--- config.mk ---
export PLATFORM = sky130hd
export DESIGN_NAME = ok_trigger_out_framer
export DESIGN_NICKNAME = d
export VERILOG_FILES = /design/src/rtl/ok_trigger_out_framer.sv
export SDC_FILE = /design/constraint.sdc
export NUM_CORES = 1
export LEC_CHECK = 0
export ABC_AREA = 1
export CORE_ASPECT_RATIO = 0.9
export CORE_UTILIZATION = 56
export DETAILED_ROUTE_END_ITERATION = 10
export GPL_TIMING_DRIVEN = 0
export PLACE_DENSITY = 0.84
export SLEW_MARGIN = 30
export SYNTH_ARGS = -nofsm -noshare
export SYNTH_HDL_FRONTEND = slang
export SYNTH_SLANG_ARGS = --single-unit
--- constraint.sdc ---
create_clock -name clk_in -period 2.9 [get_ports clk_in]
set_input_delay 0.58 -clock clk_in [delete_from_list [all_inputs] [get_ports clk_in]]
set_output_delay 0.58 -clock clk_in [all_outputs]
set_load 0.005 [all_outputs]
--- src/rtl/ok_trigger_out_framer.sv ---
// Frames local trigger edges and wire-out requests into byte-swapped 16-bit words
// for the OK word bus: trigger frames are HEADER + {ep_addr, triggers}.
module ok_trigger_out_framer #(
    parameter logic [15:0] HEADER       = 16'hC7E5,
    parameter logic [15:0] UPDATAHEADER = 16'hB79E,
    parameter int unsigned GAP_CYCLES   = 1
) (
    input  logic        clk_in,
    input  logic        rst,
    input  logic [7:0]  trig_in,
    input  logic [7:0]  ep_addr,
    input  logic        wire_req,
    input  logic [15:0] wire_data,
    input  logic        tx_ready,
    output logic        tx_valid,
    output logic [15:0] tx_data,
    output logic [2:0]  STATE,
    output logic        trig_sent,
    output logic        wire_done,
    output logic        wire_busy
);

    typedef enum logic [2:0] {
        IDLE   = 3'd0,
        T_HDR  = 3'd1,
        T_PAY  = 3'd2,
        W_HDR  = 3'd3,
        W_ADDR = 3'd4,
        W_DATA = 3'd5,
        GAP    = 3'd6
    } state_t;

    localparam logic [3:0] GAP_LOAD = 4'(GAP_CYCLES - 1);

    state_t      state;
    logic [7:0]  trig_prev;
    logic [7:0]  pend;
    logic [7:0]  tsnap;
    logic [7:0]  ep_lat;
    logic [15:0] wire_buf;
    logic [3:0]  gap_cnt;

    logic [7:0]  trig_edge;
    logic [7:0]  pend_clr;
    logic        accept;
    logic        wire_take;

    function automatic logic [15:0] swap_bytes(input logic [15:0] w);
        return {w[7:0], w[15:8]};
    endfunction

    // Snapshot clears only the bits it took; a fresh edge in that same cycle re-sets them.
    always_comb begin
        trig_edge = trig_in & ~trig_prev;
        pend_clr  = (state == IDLE) ? pend : 8'h00;
        accept    = tx_valid & tx_ready;
        wire_take = wire_req & ~wire_busy & ~wire_done;
    end

    assign STATE = state;

    always_ff @(posedge clk_in) begin
        if (rst) begin
            state     <= IDLE;
            trig_prev <= 8'h00;
            pend      <= 8'h00;
            tsnap     <= 8'h00;
            ep_lat    <= 8'h00;
            wire_buf  <= 16'h0000;
            gap_cnt   <= 4'd0;
            tx_valid  <= 1'b0;
            tx_data   <= 16'h0000;
            trig_sent <= 1'b0;
            wire_done <= 1'b0;
            wire_busy <= 1'b0;
        end else begin
            trig_prev <= trig_in;
            pend      <= (pend & ~pend_clr) | trig_edge;
            trig_sent <= 1'b0;
            wire_done <= 1'b0;

            if (wire_take) begin
                wire_buf  <= wire_data;
                wire_busy <= 1'b1;
            end

            case (state)
                IDLE: begin
                    if (pend != 8'h00) begin
                        tsnap  <= pend;
                        ep_lat <= ep_addr;
                        state  <= T_HDR;
                    end else if (wire_busy) begin
                        ep_lat <= ep_addr;
                        state  <= W_HDR;
                    end
                end
                T_HDR: begin
                    if (!tx_valid) begin
                        tx_valid <= 1'b1;
                        tx_data  <= swap_bytes(HEADER);
                    end else if (accept) begin
                        tx_data <= swap_bytes({ep_lat, tsnap});
                        state   <= T_PAY;
                    end
                end
                T_PAY: begin
                    if (accept) begin
                        tx_valid  <= 1'b0;
                        tx_data   <= 16'h0000;
                        trig_sent <= 1'b1;
                        gap_cnt   <= GAP_LOAD;
                        state     <= GAP;
                    end
                end
                W_HDR: begin
                    if (!tx_valid) begin
                        tx_valid <= 1'b1;
                        tx_data  <= swap_bytes(UPDATAHEADER);
                    end else if (accept) begin
                        tx_data <= swap_bytes({ep_lat, 8'h00});
                        state   <= W_ADDR;
                    end
                end
                W_ADDR: begin
                    if (accept) begin
                        tx_data <= swap_bytes(wire_buf);
                        state   <= W_DATA;
                    end
                end
                W_DATA: begin
                    if (accept) begin
                        tx_valid  <= 1'b0;
                        tx_data   <= 16'h0000;
                        wire_done <= 1'b1;
                        wire_busy <= 1'b0;
                        gap_cnt   <= GAP_LOAD;
                        state     <= GAP;
                    end
                end
                GAP: begin
                    if (gap_cnt == 4'd0) begin
                        state <= IDLE;
                    end else begin
                        gap_cnt <= gap_cnt - 4'd1;
                    end
                end
                default: begin
                    tx_valid <= 1'b0;
                    state    <= IDLE;
                end
            endcase
        end
    end

endmodule

==> impl_metrics.json, run 1 <==
{
  "status": "finished clean",
  "synthFlopType": "dfxtp_1",
  "drv_slew": 0,
  "grt_max_degree": 13,
  "reg2reg_depth": 8,
  "min-delay-path-class": "reg2reg",
  "startpoint_type": "flop",
  "required_ns": 3.15,
  "r2r-start": "tx_valid",
  "wire_per_inst_um": 13.1,
  "drt-initial-drc-count": 176,
  "fmax_mhz": 487,
  "grtUsageTotal_pct": 28.2,
  "drt_wl_total_mm": 8.01,
  "design.portCount": 59,
  "seq_power_share_pct": 34.1,
  "post_cts_buffers": 0,
  "final.min_clock_period_ns": 2.06,
  "rsz0062_at_grt": "no",
  "grt_pass1_wl_mm": 12.9,
  "total_power_mw": 4.26,
  "die_w_um": 82.5,
  "clk_root_buffer_cell": "clkbuf_8",
  "grt_pass1_vias": 2926,
  "p_sw_share_pct": 40.9,
  "gp_congestion": 0.900,
  "crit_type": "reg2reg",
  "num_rows": 25,
  "skew_ns": 0.00642,
  "die_height_um": 74.4,
  "insertion_delay_ns": 0.35,
  "grt_antenna_before_repair": 0,
  "power_switching_mw": 1.74,
  "yosysWarnings": 0,
  "num-nets-final": 577,
  "timing_worst_slew_pin_value_ns": 0.529,
  "p_per_area_nw_per_um2": 1030,
  "core_area_um2": 5440,
  "slew_headroom_pct": 64.8,
  "seqCellArea_um2": 1500,
  "detail_route.vias_per_cell": 5.28,
  "n_antenna_cell": 0,
  "leakage_nw": 1.82,
  "path_max_fanout": 10,
  "max-vdd-ir-drop_mv": 0.689,
  "finalHoldViolations": 0,
  "power_frac_comb_pct": 46.7,
  "dieArea_um2": 6130,
  "clkSinkCount": 75,
  "syn_inst": 471,
  "synth.net_count": 508,
  "fin_setup_tns_ns": 0,
  "dr.pass1.iters": 5,
  "cts_tree": "done",
  "initial_core_util_pct": 59.9,
  "htreeDepth": 3,
  "internal_power_mw": 2.52,
  "postCtsHoldBufs": 0,
  "drive_gt1_share_pct": 6.43,
  "ys_seq_area_share_pct": 46.0,
  "dp_slack_ns": 0.716,
  "setup_viol": 0,
  "worstSetupEndpoint": "tx_data[8]",
  "dr_total_vias": 3228,
  "synth_top_area_share_pct": 46.0,
  "drc_errors": 0,
  "r2r_end": "tx_data[8]",
  "multi_input_area_um2": 1440,
  "cap_viol_max_count": 0,
  "path_clk_slew_ns": 0.08,
  "yosysUniqueCellTypes": 27,
  "hold_slack_ns": 0.453,
  "fillers": 448,
  "cts_buffers": 9,
  "hpwl_mm": 5.83,
  "synth_largest_area_cell": "dfxtp_1",
  "final.period_utilization_pct": 70.9,
  "io_buffers": 58,
  "ctsResizeCount": 0,
  "synthTopCellsByCount": "nor2_1 (94), nand2_1 (84), dfxtp_1 (75)",
  "power_frac_clock_pct": 19.2,
  "syn_area_um2": 3260,
  "endpoint_kind": "flop",
  "async_flop_share_pct": 0,
  "ys_ff_latch": 75,
  "ant_nets": 0,
  "synth_area_leaders": "dfxtp_1 (46%), nor2_1 (11%), nand2_1 (9.7%)",
  "grt-ovfl-total": 0,
  "syn2layout_area_growth_pct": 26.5,
  "max-clock-path-buffers": 2,
  "arrival_ns": 2.30,
  "synth-edff-count": 0,
  "crit_path_start": "tx_valid",
  "reg2reg_setup_slack_ns": 0.84,
  "yosysMostFrequentCell": "nor2_1",
  "avgSynthCellArea_um2": 6.93,
  "setup_ws_ns": 0.845
}
## power by group through the flow
stage               sequential (mW)  combinational, mW  clock [mW]
finish                         1.45               1.99       0.817
global route                   1.48               2.23       0.870
CTS                            1.45               1.97       0.823
detailed placement             1.47               1.96           0
global placement               1.46               1.90           0
floorplan                      1.45               1.37           0
## area by class of cell
type | count | share of cell area [%]
multi-input cells | 315 | 34.8
clock inverters | 4 | 1.21
clock buffers | 11 | 3.67
plain buffers | 18 | 2.15
well taps | 67 | 2.03
repair buffers | 58 | 14.1
flip-flops and latches | 75 | 36.4
inverters | 63 | 5.73
## worst max-delay path, cell delays in order (launching register included)
cell      delay, ns
dfxtp_1        0.38
clkbuf_1       0.43
nand2_1        0.31
nand2_2        0.22
nand2_2        0.09
buf_6          0.15
buf_8          0.14
nor2_1         0.17
nor2_1         0.05
## state kept, by name, summed over array words and instances, names as in the netlist
signal / count
tx_valid: 1
wire_busy: 1
trig_prev: 8
STATE: 3
tx_data: 16
wire_done: 1
ep_lat: 8
gap_cnt: 4
tsnap: 8
trig_sent: 1
pend: 8
wire_buf: 16
## worst min path at each step
stage / start / end / slack [ns] / cells after the start
floorplan: wire_buf[12] / wire_buf[12] / 0.42 / 2
global placement: wire_buf[2] / wire_buf[2] / 0.43 / 2
detailed placement: wire_buf[1] / wire_buf[1] / 0.44 / 2
CTS: wire_buf[12] / wire_buf[12] / 0.45 / 2
global route: wire_buf[12] / wire_buf[12] / 0.48 / 2
finish: wire_buf[12] / wire_buf[12] / 0.45 / 2
## metal layers
metal / global-route usage (%) / wire length (um) / up-vias
met3: 7.48 / 469 / 12
met2: 47.5 / 3910 / 113
met4: 9.36 / 96 / 0
li1: - / - / 1619
met5: 0 / 0 / -
met1: 34.9 / 3530 / 1484
## kinds of logic (layout without fill, tap and decap cells)
family / after synthesis / count (layout) / share of synthesized area [%]
compound gates: 88 / 88 / 14.1
fa+ha+maj: 1 / 1 / 0.384
buf+inv: 81 / 154 / 9.97
flops: 75 / 75 / 46.0
simple gates: 226 / 226 / 29.5
## metrics by stage
| stage | util [%] | area (um2) | std cells |
|---|---|---|---|
| after detailed placement | 72.1 | 3930 | 596 |
| after CTS | 75.8 | 4130 | 611 |
| after floorplan | - | 3260 | 471 |
| after global placement | 72.1 | 3930 | 596 |
| after global routing | 75.8 | 4130 | 611 |
| final | 75.8 | 4130 | 611 |
## cell usage in the layout, fill, tap and decap left out, types with 12 or more instances in the layout
cell type        netlist  routed
o21ai_0               38      38
inv_1                 59      59
nand3_1               18      18
clkbuf_1              13      13
a21oi_1               40      40
clkdlybuf4s50_1        0      58
dfxtp_1               75      75
nor2_1                94      94
nor3_1                12      12
nand2_1               84      84
Note: power is estimated with default switching activity, not from simulation.
==> run 2: changes to the inputs <==
--- a/config.mk
+++ b/config.mk
@@ -7,10 +7,10 @@
 export LEC_CHECK = 0
 export ABC_AREA = 1
 export CORE_ASPECT_RATIO = 0.9
-export CORE_UTILIZATION = 56
+export CORE_UTILIZATION = 52
 export DETAILED_ROUTE_END_ITERATION = 10
 export GPL_TIMING_DRIVEN = 0
-export PLACE_DENSITY = 0.84
+export PLACE_DENSITY = 0.79
 export SLEW_MARGIN = 30
 export SYNTH_ARGS = -nofsm -noshare
 export SYNTH_HDL_FRONTEND = slang
==> constraint.sdc (replaced) <==
create_clock -name clk_in -period 2.1 [get_ports clk_in]
set_input_delay 0.42 -clock clk_in [delete_from_list [all_inputs] [get_ports clk_in]]
set_output_delay 0.42 -clock clk_in [all_outputs]
set_load 0.005 [all_outputs]
==> run 2 against run 1 <==
Net effect: worst hold slack worse by 0.0048 ns; non-clock buffer count stayed put; first-iteration DRC count is 9.7% higher; combinational power is 37% higher; core utilization is 5.9 points lower; clock skew is 0.0081 ns higher; via count is 2.4% lower; critical path depth stayed put; die area is 7.5% higher; critical endpoint unchanged; largest cell class unchanged; largest power group unchanged; highest routed layer unchanged.
==> impl_metrics.json, run 2 (synthesis results as in run 1) <==
{
  "fin_setup_tns_ns": 0,
  "timing_worst_slew_pin_value_ns": 0.504,
  "reg2reg_setup_slack_ns": 0.17,
  "cap_viol_max_count": 0,
  "r2r_end": "tx_data[8]",
  "crit_path_start": "tx_valid",
  "grt-ovfl-total": 0,
  "io_buffers": 58,
  "wire_per_inst_um": 12.6,
  "p_sw_share_pct": 41.3,
  "grt_antenna_before_repair": 0,
  "final.period_utilization_pct": 91.9,
  "num-nets-final": 577,
  "clkSinkCount": 75,
  "power_frac_clock_pct": 17.1,
  "die_height_um": 77.1,
  "core_area_um2": 5860,
  "clk_root_buffer_cell": "clkbuf_8",
  "status": "finished clean",
  "dieArea_um2": 6590,
  "arrival_ns": 2.17,
  "fmax_mhz": 518,
  "postCtsHoldBufs": 0,
  "crit_type": "reg2reg",
  "drive_gt1_share_pct": 6.08,
  "required_ns": 2.34,
  "endpoint_kind": "flop",
  "final_cell_mix": "nor2_1 (94), nand2_1 (84), dfxtp_1 (75), inv_1 (59), clkdlybuf4s50_1 (58)",
  "setup_viol": 0,
  "grt_max_degree": 12,
  "path_clk_slew_ns": 0.08,
  "htreeDepth": 3,
  "syn2layout_area_growth_pct": 25.6,
  "n_antenna_cell": 0,
  "internal_power_mw": 3.35,
  "utilization_pct": 70.0,
  "leakage_nw": 1.81,
  "finalHoldViolations": 0,
  "rsz0062_at_grt": "no",
  "reg2reg_depth": 8,
  "p_per_area_nw_per_um2": 1390,
  "r2r-start": "tx_valid",
  "post_cts_buffers": 0,
  "drt_wl_total_mm": 7.74,
  "num_rows": 26,
  "detail_route.vias_per_cell": 5.14,
  "insertion_delay_ns": 0.35,
  "final_common_cell": "nor2_1",
  "final.min_clock_period_ns": 1.93,
  "largestRegisters": "tx_data (16), wire_buf (16)",
  "grtUsageTotal_pct": 25.1,
  "drt-initial-drc-count": 193,
  "crit_buf_inv": 3,
  "cts_buffers": 9,
  "crit_family": "simple AND/OR/NAND/NOR gates",
  "design.portCount": 59,
  "startpoint_type": "flop",
  "cts_tree": "done",
  "initial_core_util_pct": 55.7,
  "dr_total_vias": 3152,
  "max-clock-path-buffers": 2,
  "drc_errors": 0,
  "hpwl_mm": 5.80,
  "path_max_fanout": 10,
  "slew_headroom_pct": 66.4,
  "gp_congestion": 0.917,
  "max-vdd-ir-drop_mv": 0.820,
  "skew_ns": 0.0145,
  "die_w_um": 85.5,
  "dr.pass1.iters": 5,
  "worstSetupEndpoint": "tx_data[8]",
  "min-delay-path-class": "reg2reg",
  "hold_depth": 2,
  "slowest_stage": "clkbuf_1",
  "drv_slew": 0,
  "cpPeakStageDelay_ns": 0.37,
  "seq_power_share_pct": 35.1,
  "total_power_mw": 5.71,
  "grt_pass1_vias": 2923,
  "ant_nets": 0,
  "power_switching_mw": 2.36,
  "grt_pass1_wl_mm": 13.0,
  "ctsResizeCount": 0,
  "power_frac_comb_pct": 47.7,
  "crit_cells": 8,
  "crit_chain": "clkbuf_1 -> nand2_1 -> nand2_2 -> nand2_2 -> buf_6 -> buf_8 -> nor2_1 -> nor2_1"
}
[run 2: routing by layer]
layer / global-route usage, % / vias to the layer above / part of all wire, %
met5: 0 / - / 0
met2: 41.0 / 96 / 47
met1: 32.9 / 1429 / 46
met3: 6.67 / 11 / 5.4
met4: 6.50 / 0 / 1.1
li1: - / 1616 / -
[run 2: worst min path at each step]
| stage | end | from | slack, ns |
|---|---|---|---|
| 6_report | wire_buf[1] | wire_buf[1] | 0.45 |
| 2_1_floorplan | wire_buf[12] | wire_buf[12] | 0.42 |
| 3_3_place_gp | wire_buf[2] | wire_buf[2] | 0.43 |
| 5_1_grt | wire_buf[13] | wire_buf[13] | 0.48 |
| 4_1_cts | wire_buf[1] | wire_buf[1] | 0.45 |
| 3_5_place_dp | wire_buf[1] | wire_buf[1] | 0.44 |
[run 2: area by class of cell]
cell class	count	area, um2
inverter	63	236
clock buffer	12	155
buffer	18	88.8
sequential	75	1500
multi-input combinational	315	1440
timing repair buffer	58	581
clock inverter	2	12.5
fill	494	1760
tap	70	87.6
[run 2: through the flow]
step	hold slack, ns	setup slack, ns	std cells	cell area, um2
floorplan	0.425	0.606	471	3260
global placement	0.435	0.0826	599	3930
detailed placement	0.439	0.0589	599	3930
CTS	0.450	0.208	613	4100
global route	0.479	0.0591	613	4100
finish	0.448	0.170	613	4100
[run 2: power by group through the flow]
stage / Combinational [mW] / Clock, mW / Sequential [mW]
after floorplan: 1.89 / 0 / 2.00
after global placement: 2.63 / 0 / 2.02
after detailed placement: 2.71 / 0 / 2.03
after CTS: 2.72 / 0.990 / 2.00
after global routing: 3.10 / 1.04 / 2.04
final: 2.72 / 0.976 / 2.01
[run 2: tightest hold or removal path, delay by kind of cell (launching register included)]
kind	cells	cell delay, ns
AO/OA/AOI/OAI	1	0.05
flip-flops	1	0.30
buffers and inverters	1	0.05
==> run 3: changes to the inputs <==
--- a/config.mk
+++ b/config.mk
@@ -8,6 +8,7 @@
 export ABC_AREA = 1
 export CORE_ASPECT_RATIO = 0.9
 export CORE_UTILIZATION = 52
+export CTS_CLUSTER_SIZE = 25
 export DETAILED_ROUTE_END_ITERATION = 10
 export GPL_TIMING_DRIVEN = 0
 export PLACE_DENSITY = 0.79
==> results of run 3 <==
The final DEF is identical to that of run 2; final timing and power are the same.
